===== src/rtl/ifetch_pkg.sv =====
`default_nettype none
// ============================================================================
//  Module      : ifetch_pkg
//  Description : Shared definitions for the instruction-fetch prefetch stage:
//                NOP word, fetch FSM encoding and prefetch buffer entry layout.
//  Revision    : 1.0 - initial release
// ============================================================================
package ifetch_pkg;

    // Canonical RISC-V NOP (addi x0, x0, 0) presented when nothing is valid
    localparam logic [31:0] c_NOP     = 32'h0000_0013;

    // A buffer entry is tagged with the word address (byte address [31:2])
    localparam int          c_TAG_W   = 30;
    localparam int          c_DATA_W  = 32;
    localparam int          c_ENTRY_W = c_TAG_W + c_DATA_W;

    typedef enum logic [1:0] {
        S_IDLE  = 2'd0,   // no request outstanding
        S_BUSY  = 2'd1,   // live request outstanding, data will be kept
        S_DRAIN = 2'd2    // stale request outstanding, data will be dropped
    } fetch_state_t;

    typedef struct packed {
        logic [c_TAG_W-1:0]  tag;
        logic [c_DATA_W-1:0] data;
    } buf_entry_t;

endpackage
`default_nettype wire


===== src/rtl/ifetch_buffer.sv =====
`default_nettype none
// ============================================================================
//  Module      : ifetch_buffer
//  Description : Tagged circular FIFO holding prefetched instruction words.
//                Flush has priority over push/pop; simultaneous push and pop
//                leave the count unchanged. DEPTH must be a power of two.
//  Ports       : i_clk        clock
//                i_rst_n      asynchronous active-low reset
//                i_flush      empty the buffer at the next edge
//                i_push       write i_push_entry at the tail
//                i_push_entry {word address tag, instruction data}
//                i_pop        drop the head entry
//                o_head       current head entry (meaningful when count > 0)
//                o_count      number of valid entries, 0..DEPTH
//  Revision    : 1.0 - initial release
// ============================================================================
module ifetch_buffer
    import ifetch_pkg::*;
#(
    parameter int DEPTH = 2
) (
    input  logic                           i_clk,
    input  logic                           i_rst_n,
    input  logic                           i_flush,
    input  logic                           i_push,
    input  buf_entry_t                     i_push_entry,
    input  logic                           i_pop,
    output buf_entry_t                     o_head,
    output logic [$clog2(DEPTH + 1)-1:0]   o_count
);

    localparam int PTR_W = (DEPTH > 1) ? $clog2(DEPTH) : 1;
    localparam int CNT_W = $clog2(DEPTH + 1);

    buf_entry_t       r_mem [DEPTH];
    logic [PTR_W-1:0] r_rd_ptr;
    logic [PTR_W-1:0] r_wr_ptr;
    logic [CNT_W-1:0] r_count;

    always_ff @(posedge i_clk or negedge i_rst_n) begin
        if (!i_rst_n) begin
            r_rd_ptr <= '0;
            r_wr_ptr <= '0;
            r_count  <= '0;
        end else if (i_flush) begin
            r_rd_ptr <= '0;
            r_wr_ptr <= '0;
            r_count  <= '0;
        end else begin
            // Pointers wrap naturally because DEPTH is a power of two
            if (i_push) begin
                r_wr_ptr <= r_wr_ptr + PTR_W'(1);
            end
            if (i_pop) begin
                r_rd_ptr <= r_rd_ptr + PTR_W'(1);
            end
            case ({i_push, i_pop})
                2'b10:   r_count <= r_count + CNT_W'(1);
                2'b01:   r_count <= r_count - CNT_W'(1);
                default: r_count <= r_count;
            endcase
        end
    end

    // Storage needs no reset: entries are only observed below r_count
    always_ff @(posedge i_clk) begin
        if (i_push && !i_flush) begin
            r_mem[r_wr_ptr] <= i_push_entry;
        end
    end

    assign o_head  = r_mem[r_rd_ptr];
    assign o_count = r_count;

endmodule
`default_nettype wire


===== src/rtl/ifetch_prefetch.sv =====
`default_nettype none
// ============================================================================
//  Module      : ifetch_prefetch
//  Description : Instruction-fetch stage with a small tagged prefetch buffer
//                filled over a classic Wishbone master (one outstanding
//                request). Any PC discontinuity flushes the buffer and
//                redirects fetching; a request already on the bus is drained.
//  Ports       : i_CLK / i_RSTn          clock / async active-low reset
//                i_PC, i_EN              core address and decode enable
//                o_INSTRUCTION(_VALID)   word for i_PC, NOP when not valid
//                o_WB_ADDR/STB/CYC       registered Wishbone request
//                i_WB_DATA, i_WB_ACK     Wishbone response
//  Options     : IFETCH_BYPASS_EN - forward an ACKed word straight to the
//                core when the buffer is empty and it matches i_PC.
//  Revision    : 1.0 - initial release
// ============================================================================
module ifetch_prefetch
    import ifetch_pkg::*;
#(
    parameter logic [31:0] RESET_PC = 32'h0000_0000,
    parameter int          DEPTH    = 2
) (
    input  logic        i_CLK,
    input  logic        i_RSTn,
    input  logic [31:0] i_PC,
    input  logic        i_EN,
    output logic [31:0] o_INSTRUCTION,
    output logic        o_INSTRUCTION_VALID,
    output logic [31:0] o_WB_ADDR,
    input  logic [31:0] i_WB_DATA,
    output logic        o_WB_STB,
    output logic        o_WB_CYC,
    input  logic        i_WB_ACK
);

    localparam int               CNT_W  = $clog2(DEPTH + 1);
    localparam logic [CNT_W-1:0] c_FULL = CNT_W'(DEPTH);

    fetch_state_t     r_state;
    logic [31:0]      r_fetch_addr;
    logic [31:0]      r_wb_addr;
    logic             r_wb_stb;

    buf_entry_t       w_head;
    buf_entry_t       w_push_entry;
    logic [CNT_W-1:0] w_count;
    logic [31:0]      w_pc_word;
    logic [31:0]      w_expected;
    logic             w_nonempty;
    logic             w_hit;
    logic             w_redirect;
    logic             w_pop;
    logic             w_push;
    logic             w_ack_live;
    logic             w_bypass;
    logic             w_slot_free;

    // Byte offset of the PC is ignored; the masking keeps every bit referenced
    assign w_pc_word  = {i_PC[31:2], i_PC[1:0] & 2'b00};
    assign w_nonempty = (w_count != '0);

    // Address the core is expected to ask for next
    always_comb begin
        w_expected = r_fetch_addr;
        if (w_nonempty) begin
            w_expected = {w_head.tag, 2'b00};
        end else if (r_state == S_BUSY) begin
            w_expected = r_wb_addr;
        end
    end

    assign w_redirect  = (w_pc_word != w_expected);
    assign w_hit       = w_nonempty && (w_head.tag == w_pc_word[31:2]);
    assign w_pop       = w_hit && i_EN;
    assign w_ack_live  = (r_state == S_BUSY) && i_WB_ACK && !w_redirect;
    assign w_slot_free = (w_count != c_FULL) || w_pop;

`ifdef IFETCH_BYPASS_EN
    // A bypass match implies no redirect, since the expected address is then
    // the in-flight address
    assign w_bypass = !w_nonempty && (r_state == S_BUSY) && i_WB_ACK &&
                      (r_wb_addr[31:2] == w_pc_word[31:2]);
`else
    assign w_bypass = 1'b0;
`endif

    // A bypassed word that the core consumes this cycle is not buffered
    assign w_push            = w_ack_live && !(w_bypass && i_EN);
    assign w_push_entry.tag  = r_wb_addr[31:2];
    assign w_push_entry.data = i_WB_DATA;

    ifetch_buffer #(
        .DEPTH (DEPTH)
    ) u_buffer (
        .i_clk        (i_CLK),
        .i_rst_n      (i_RSTn),
        .i_flush      (w_redirect),
        .i_push       (w_push),
        .i_push_entry (w_push_entry),
        .i_pop        (w_pop),
        .o_head       (w_head),
        .o_count      (w_count)
    );

    always_comb begin
        o_INSTRUCTION       = c_NOP;
        o_INSTRUCTION_VALID = 1'b0;
        if (w_hit) begin
            o_INSTRUCTION       = w_head.data;
            o_INSTRUCTION_VALID = 1'b1;
        end else if (w_bypass) begin
            o_INSTRUCTION       = i_WB_DATA;
            o_INSTRUCTION_VALID = 1'b1;
        end
    end

    // Fetch FSM with registered Wishbone outputs
    always_ff @(posedge i_CLK or negedge i_RSTn) begin
        if (!i_RSTn) begin
            r_state      <= S_IDLE;
            r_fetch_addr <= RESET_PC;
            r_wb_addr    <= RESET_PC;
            r_wb_stb     <= 1'b0;
        end else begin
            case (r_state)
                S_IDLE: begin
                    if (w_redirect) begin
                        // Go straight to the new target; the flush frees space
                        r_wb_addr    <= w_pc_word;
                        r_fetch_addr <= w_pc_word + 32'd4;
                        r_wb_stb     <= 1'b1;
                        r_state      <= S_BUSY;
                    end else if (w_slot_free) begin
                        r_wb_addr    <= r_fetch_addr;
                        r_fetch_addr <= r_fetch_addr + 32'd4;
                        r_wb_stb     <= 1'b1;
                        r_state      <= S_BUSY;
                    end
                end
                S_BUSY: begin
                    if (w_redirect) begin
                        r_fetch_addr <= w_pc_word;
                    end
                    if (i_WB_ACK) begin
                        r_wb_stb <= 1'b0;
                        r_state  <= S_IDLE;
                    end else if (w_redirect) begin
                        r_state  <= S_DRAIN;
                    end
                end
                S_DRAIN: begin
                    // Classic Wishbone cannot abort: wait out the stale ACK
                    if (w_redirect) begin
                        r_fetch_addr <= w_pc_word;
                    end
                    if (i_WB_ACK) begin
                        r_wb_stb <= 1'b0;
                        r_state  <= S_IDLE;
                    end
                end
                default: begin
                    r_wb_stb <= 1'b0;
                    r_state  <= S_IDLE;
                end
            endcase
        end
    end

    assign o_WB_ADDR = r_wb_addr;
    assign o_WB_STB  = r_wb_stb;
    assign o_WB_CYC  = r_wb_stb;

endmodule
`default_nettype wire

===== config.mk =====
export PLATFORM = sky130hd
export DESIGN_NAME = ifetch_prefetch
export DESIGN_NICKNAME = d
export VERILOG_FILES = /design/src/rtl/ifetch_pkg.sv /design/src/rtl/ifetch_buffer.sv /design/src/rtl/ifetch_prefetch.sv
export SDC_FILE = /design/constraint.sdc
export NUM_CORES = 1
export LEC_CHECK = 0
export BUFFER_PORTS_ARGS = -buffer_cell sky130_fd_sc_hd__buf_4
export CAP_MARGIN = 20
export CELL_PAD_IN_SITES_DETAIL_PLACEMENT = 0
export CELL_PAD_IN_SITES_GLOBAL_PLACEMENT = 1
export CORE_MARGIN = 4
export CORE_UTILIZATION = 46
export DETAILED_ROUTE_END_ITERATION = 8
export GPL_TIMING_DRIVEN = 0
export PLACE_DENSITY = 0.91
export SYNTH_ARGS = -nofsm -noshare
export SYNTH_HDL_FRONTEND = slang
export SYNTH_SLANG_ARGS = --single-unit
export TNS_END_PERCENT = 50

===== constraint.sdc =====
create_clock -name i_CLK -period 7.05 [get_ports i_CLK]
set_input_delay 1.41 -clock i_CLK [delete_from_list [all_inputs] [get_ports i_CLK]]
set_output_delay 1.41 -clock i_CLK [all_outputs]
set_load 0.05 [all_outputs]

* Word-level counts from Yosys, hierarchy flattened
Memory sizes are Yosys's and may differ from the RTL's.
Index checks and enable logic that the tools add are counted.
** Cells by class
- $add $sub $neg :: 6
- Equal/unequal tests :: 12
- Reduce and logical (&&, ||, !) cells :: 19
- Multiplexer cells :: 28
** Operators by type and width (count)
- $mux 32 :: 8
- $add 32x3->32 const B :: 2
- $pmux 32 s2 :: 1
- $ne 32x32->1 :: 1
- $eq 30x30->1 :: 1
- $mux 2 :: 6
- $mux 1 :: 10
- $reduce_bool 2->1 :: 5
- $ne 3x2->1 const B :: 2
- $pmux 2 s3 :: 1
- $reduce_and 3->1 :: 2
- $logic_and 1x1->1 :: 5
- $eq 2x1->1 const B :: 2
- $eq 2x2->1 const B :: 2
- $ne 2x1->1 const B :: 2
- $ne 2x2->1 const B :: 2
- $pmux 2 s2 :: 1
- $reduce_and 2->1 :: 2
- $reduce_bool 3->1 :: 1
- $add 1x1->1 const B :: 2
- $add 2x1->2 const B :: 1
- $logic_not 2->1 :: 1
- $pmux 1 s2 :: 1
- $reduce_or 2->1 :: 1
- other kinds (3) :: 3
** Word-level totals
- Memories :: 1
- Bits in registers :: 71
- Input port bits :: 68
- Output and inout bits :: 67
- RAM bits :: 124
** Memories
- u_buffer.r_mem :: depth 2, bits a word 62, read ports 1, clocked after Yosys merged registers in 0, wr ports 1, line ifetch_buffer.sv:35 : buf_entry_t r_mem [DEPTH];

* Longest topological paths before layout
- Depth after elaboration :: 9
- Gate-level depth with buffers :: 24
- Mapped depth without buffers :: 19

* Cells and area by module
Synthesis repeated with hierarchy kept, for this count alone.
** Unflattened totals
- Cell total of the unflattened synthesis :: 1047
- Area, all modules :: 11229.5 um2
** Modules (own cells, without submodules)
- ifetch_prefetch :: seq. area each 1576.5 um2, cells each 835, area each 6251.0 um2, times used 1
- ifetch_buffer :: seq. area each 3823.7 um2, cells each 212, area each 4978.5 um2, times used 1

* Worst setup path before layout
No wires, ideal clock.
- Path type :: in2reg
- From :: input i_PC[7]
- To :: memory u_buffer.r_mem[0][0] (netlist bit), enable pin
- Library setup time :: 0.482 ns
- Data arrival time :: 6.190 ns
- Path buffers :: 4
- Path slack :: 0.378 ns
- Stages on the path :: 11
- Required time :: 6.568 ns
- Path through :: clkbuf_1 xor2_1 or3b_1 a22o_1 nor4_2 and3_1 buf_2 buf_4 buf_2 nand3_1 nor2_1
** Between the ends
- Longest elaborated chain between the ends :: 6
** RTL lines
- start, declared :: line ifetch_prefetch.sv:25 : input logic [31:0] i_PC,
- $ne 32x32->1 (*) :: line ifetch_prefetch.sv:72 : assign w_redirect = (w_pc_word != w_expected);
- $logic_not 1->1 (*) :: line ifetch_buffer.sv:67, ifetch_prefetch.sv:75
- $logic_and 1x1->1 :: line ifetch_prefetch.sv:75 : assign w_ack_live = (r_state == S_BUSY) && i_WB_ACK && !w_redirect;
- $logic_and 1x1->1 (*) :: line ifetch_buffer.sv:67 : if (i_push && !i_flush) begin
- $mux 1 (*) :: line ifetch_buffer.sv:67
- $mux 1 (implied by the code) (*) :: line ifetch_buffer.sv:68 : r_mem[r_wr_ptr] <= i_push_entry;
- end, declared :: line ifetch_buffer.sv:35
Mark *: on every way between the ends. The rest lies on a longest branch, timed or not.

* Worst setup path in the final report
- From :: register r_state[1]
- To :: register r_fetch_addr[26]
** Between the ends
- Longest elaborated chain between the ends :: 6
- Elaborated cells between the ends (all ways) :: 13
** RTL lines
- start, declared :: line ifetch_prefetch.sv:39 : fetch_state_t r_state;
- start signal, assigned :: line ifetch_prefetch.sv:120 : r_state <= S_IDLE;
- start signal, assigned :: line ifetch_prefetch.sv:132 : r_state <= S_BUSY;
- start signal, assigned :: line ifetch_prefetch.sv:137 : r_state <= S_BUSY;
- $eq 2x1->1 :: line ifetch_prefetch.sv:67, ifetch_prefetch.sv:125
- $mux 32 :: line ifetch_prefetch.sv:67 : end else if (r_state == S_BUSY) begin
- $mux 32 :: line ifetch_prefetch.sv:65 : if (w_nonempty) begin
- $ne 32x32->1 :: line ifetch_prefetch.sv:72
- $ne 3x2->1 (no source line) (tied with other cells)
- $reduce_and 3->1 (no source line) or $pmux 32 s2 (tied branches)
- end signal, assigned :: line ifetch_prefetch.sv:130 : r_fetch_addr <= w_pc_word + 32'd4;
- end signal, assigned :: line ifetch_prefetch.sv:135 : r_fetch_addr <= r_fetch_addr + 32'd4;
- end signal, assigned :: line ifetch_prefetch.sv:142 : r_fetch_addr <= w_pc_word;
- end, declared :: line ifetch_prefetch.sv:40 : logic [31:0] r_fetch_addr;
Parallel ways exist; a longest one is shown, timed or not.
A chain may end at the register's enable or synchronous reset.

==> qor.txt <==
STATUS
-------------------------------------------------------------------------------------------
Status                                                                         complete, no violations

CRITICAL PATH
-------------------------------------------------------------------------------------------
Crit Path Max Fanout                                                                     10
Setup crit end kind                                                                    flop
Highest cell delay on the worst timing path                                         0.42 ns
Critical path class                                                            flop to flop
Critical Path, Cell by Cell                                                    inv_1 -> ha_1 -> buf_2 -> buf_2 -> buf_2 -> mux2i_1 -> mux2i_1 -> xnor2_1 -> o2111ai_1 -> nor4_4 -> nand3_2 -> buf_6 -> buf_2 -> mux2_2 -> ha_1 -> nand2_1 -> nor3_1 -> nor2b_1 -> and2_1 -> nor3b_2 -> nand3_1 -> mux2_4 -> o21a_1 -> a311oi_1
Worst path arrival time                                                             6.97 ns
Critical R2R Launch                                                              r_state[1]
Register-to-register path setup slack                                               0.42 ns
Most used cell along the critical path                                         sky130_fd_sc_hd__buf_2
Worst reg-to-reg path cell count                                                         24
Worst R2R End                                                                  r_fetch_addr[26]
Cell with the biggest individual delay on the critical path                    sky130_fd_sc_hd__nor3_1
Combined buffer and inverter count along the critical path                                6
Crit path launch type                                                                  flop
Required arrival time at the worst endpoint                                         7.39 ns
Kind of cell adding the most delay to the critical path                        simple AND/OR/NAND/NOR gates

SYNTHESIS
-------------------------------------------------------------------------------------------
Post-synthesis cell area                                                          10700 um2
Distinct cells, synth                                                                    71
Synthesis-stage register bit count                                                      191
Share of synthesized area occupied by flip-flops and latches                          50.3%
Yosys warns                                                                               0
Primary flip-flop cell chosen by synthesis mapping                             sky130_fd_sc_hd__edfxtp_1
Share of async-settable or async-resettable flops after synthesis                     35.1%
Number of standard cells after synthesis                                               1032
Number of enable-type register cells in the synthesized netlist                         124
Syn_area_per_cell                                                                  10.4 um2

POWER AND IR DROP
-------------------------------------------------------------------------------------------
Switching part of the total power                                                     45.9%
Proportion of power drawn by flip-flops and latches                                   35.7%
Switching power summed over all nets                                                2.23 mW
Total internal power                                                                2.62 mW
Ratio of total power to cell area                                                382 nW/um2
Static Leak                                                                         4.69 nW
Clock group share of total power                                                      21.1%
Portion of total power attributed to combinational logic                              43.2%
Highest ir drop seen on vdd                                                      0.000204 V

GRT
-------------------------------------------------------------------------------------------
Met1 capacity usage during global routing                                             36.9%
Antenna violations before repair                                                          0
Wire length of the first global-routing pass                                       54200 um
Number of global-route vias before repair                                              8797
Met2 layer usage reported by global route                                             42.2%
Gr ovfl total                                                                             0
Total GRT Usage                                                                       27.5%
Maximum number of pins on one net before global-route repair                             68
Most Used Layer, Global Route                                                          met2
Met3 usage in global routing                                                          8.62%

CLOCK NETWORK
-------------------------------------------------------------------------------------------
Clk slew on worst S/H paths                                                         0.08 ns
Clock latency on the worst-skew pair                                                0.45 ns
Clock Root Buffer                                                              sky130_fd_sc_hd__clkbuf_16
TritonCTS Sinks                                                                         191
Clock tree from TritonCTS                                                             built
H-Tree Depth                                                                              4
Clock buffer count from CTS                                                              17
Buffers inserted during post-CTS setup optimization                                       0
Deepest clock path buffer count                                                           2

STA
-------------------------------------------------------------------------------------------
Final number of setup-violating endpoints                                                 0
Setup repair after global routing missed its margin                                   false
Worst Clk Skew                                                                   0.00984 ns
Final TNS setup                                                                        0 ns
Highest clock frequency the design can meet                                         151 MHz
Final WS setup                                                                     0.424 ns
Number of max-slew violations in the final report                                         0
Post-route minimum period                                                           6.63 ns
Max-slew headroom                                                                     32.7%
Hold violation count in the final report                                                  0
Final clock period utilization by the worst path                                      94.0%
Worst Tran Pin Value                                                                1.01 ns

DRT
-------------------------------------------------------------------------------------------
DRC violations left                                                                       0
Detailed Routing Iterations Pass 1                                                        5
Via count                                                                              9028
Antenna-violating nets left                                                               0
Per-cell via count in the routed design                                                6.04
Final WL                                                                           36300 um
Number of design-rule violations left by the first detailed-router iteration            935
Average wire length per cell after detail routing                                   24.3 um

FLOORPLAN
-------------------------------------------------------------------------------------------
Die boundary height                                                                  161 um
Effective utilization at floorplan                                                    47.1%
Row count                                                                                55
I/O pin count                                                                           135
Die X                                                                                161 um
Core outline area                                                                 22800 um2
DIE AREA                                                                          25800 um2

PLACE
-------------------------------------------------------------------------------------------
Number of port buffers                                                                  111
Total placed instance area                                                        12100 um2
Placer Congestion                                                                     0.982
Half-perimeter wire length after placement                                         26300 um
Placement-stage worst setup slack                                                -0.0687 ns

FINAL LAYOUT
-------------------------------------------------------------------------------------------
# diodes                                                                                  0
NumNets Final                                                                          1242
Fraction of layout cells with a size suffix above 1                                   18.7%
Cell area after layout                                                            12700 um2
Growth of design area from synthesis to finish                                        18.4%
Number of fill cells in the layout                                                     1974

HOLD PATH
-------------------------------------------------------------------------------------------
Hold/Removal Path Class                                                        flop to flop
Hold Path Stages                                                                          0
WHS Endpoint                                                                   u_buffer.r_mem[1][46]
Hold Path Origin                                                               o_WB_ADDR[16]

RUN
-------------------------------------------------------------------------------------------
Max cap viols                                                                             0

==> flip-flops by register name, indices dropped and copies added, names as in the netlist <==
name / cells
u_buffer.o_count: 2
o_WB_ADDR: 30
u_buffer.r_rd_ptr: 1
u_buffer.r_mem: 124
r_state: 2
u_buffer.r_wr_ptr: 1
o_WB_CYC: 1
r_fetch_addr: 30
==> power by group through the flow <==
stage          Clock [mW]  Combinational, mW  Sequential (mW)
6_report             1.02               2.10             1.73
5_1_grt              1.07               2.22             1.75
4_1_cts              1.03               2.05             1.72
3_5_place_dp            0               2.04             1.74
3_3_place_gp            0               2.02             1.73
2_1_floorplan           0               1.08             1.93
==> logic make-up (layout without fill, tap and decap cells) <==
group                      after synthesis  in the layout  share of synthesized area (%)
buffers and inverters                   99            247                           4.21
adders and majority gates                6              6                          0.699
DFF                                    191            191                           50.3
muxes                                  124            124                           12.0
AOI/OAI and AO/OA                      195            195                           12.2
and+or+nand+nor                        357            357                           15.8
xor gates and xnor gates                59             59                           4.81
other                                    1              2                         0.0349
==> what timing repair did <==
item	in CTS	in global routing
setup endpoints to repair	0	4
hold buffers	0	0
resized for setup	0	2
==> synthesized netlist by cell type (all sizes together) (4+ instances only) <==
library cell	number	area share, %
a211oi	11	0.82
a2111oi	5	0.58
nand3	41	2.0
o31ai	5	0.35
ha	6	0.70
a22oi	4	0.28
nand4	15	0.87
nor4	10	0.70
or3	11	0.64
edfxtp	124	35
buf	41	2.2
or2	5	0.29
o32ai	5	0.41
clkbuf	43	1.5
a21o	8	0.56
o211ai	9	0.63
o221ai	7	0.57
and2	4	0.23
nor2b	4	0.23
dfrtp	67	16
nand2	115	4.0
xnor2	44	3.6
inv	14	0.49
nor2	95	3.3
xor2	15	1.2
o21ai	40	1.9
a31oi	23	1.3
nor3	16	0.75
mux2i	100	9.3
o22ai	7	0.41
nand2b	10	0.58
mux2	24	2.7
and4	6	0.49
a21oi	41	1.9
and3	14	0.82
==> metal layers <==
metal  share of wire, %  up-vias
met5                  0        -
met4                3.9        0
met3                 11       95
met2                 44      504
met1                 41     4365
li1                   -     4064
==> placed cells by master (no fill, tap or decap), types with 9 or more instances in the layout <==
| master | netlist | final |
|---|---|---|
| sky130_fd_sc_hd__clkbuf_1 | 43 | 43 |
| sky130_fd_sc_hd__a31oi_1 | 23 | 23 |
| sky130_fd_sc_hd__nand3_1 | 40 | 40 |
| sky130_fd_sc_hd__mux2_2 | 20 | 20 |
| sky130_fd_sc_hd__or3_1 | 11 | 11 |
| sky130_fd_sc_hd__buf_2 | 25 | 26 |
| sky130_fd_sc_hd__o21ai_0 | 40 | 40 |
| sky130_fd_sc_hd__buf_4 | 7 | 118 |
| sky130_fd_sc_hd__inv_1 | 14 | 14 |
| sky130_fd_sc_hd__a211oi_1 | 10 | 10 |
| sky130_fd_sc_hd__o211ai_1 | 9 | 9 |
| sky130_fd_sc_hd__a21oi_1 | 41 | 41 |
| sky130_fd_sc_hd__xnor2_1 | 44 | 44 |
| sky130_fd_sc_hd__nand2b_1 | 10 | 10 |
| sky130_fd_sc_hd__nor3_1 | 16 | 16 |
| sky130_fd_sc_hd__xor2_1 | 15 | 15 |
| sky130_fd_sc_hd__edfxtp_1 | 124 | 124 |
| sky130_fd_sc_hd__clkbuf_16 | 0 | 17 |
| sky130_fd_sc_hd__mux2i_1 | 100 | 100 |
| sky130_fd_sc_hd__and3_1 | 14 | 14 |
| sky130_fd_sc_hd__nor2_1 | 94 | 92 |
| sky130_fd_sc_hd__nand4_1 | 15 | 15 |
| sky130_fd_sc_hd__nand2_1 | 115 | 115 |
| sky130_fd_sc_hd__dfrtp_1 | 67 | 67 |
==> how the worst max path moves through the flow <==
| stage | start | to | cells after the start |
|---|---|---|---|
| 2_1_floorplan | i_PC[7] | u_buffer.r_mem[0][0] | 11 |
| 3_3_place_gp | i_PC[7] | u_buffer.r_mem[0][33] | 11 |
| 3_5_place_dp | i_PC[7] | r_fetch_addr[26] | 19 |
| 4_1_cts | r_state[1] | r_fetch_addr[26] | 24 |
| 5_1_grt | r_state[1] | r_fetch_addr[26] | 24 |
| 6_report | r_state[1] | r_fetch_addr[26] | 24 |
==> final cells by class <==
| class | count | area [um2] | area share [%] |
|---|---|---|---|
| Buffer | 84 | 395 | 3.11 |
| Clock buffer | 17 | 425 | 3.35 |
| Clock inverter | 15 | 208 | 1.63 |
| Inverter | 15 | 56.3 | 0.443 |
| Multi-Input combinational cell | 743 | 4910 | 38.7 |
| Sequential cell | 191 | 5400 | 42.5 |
| Tap cell | 313 | 392 | 3.08 |
| Timing Repair Buffer | 116 | 918 | 7.23 |
==> stage by stage <==
stage / hold WS (ns) / instances / total power, mW / utilization, %
4_1_cts: 0.533 / 1494 / 4.79 / 55.7
3_3_place_gp: 0.509 / 1457 / 3.75 / 52.5
5_1_grt: 0.554 / 1494 / 5.05 / 55.8
2_1_floorplan: 0.488 / 1033 / 3.01 / -
6_report: 0.535 / 1494 / 4.85 / 55.8
3_5_place_dp: 0.515 / 1462 / 3.78 / 53.0
(Power assumes the default switching activity.)
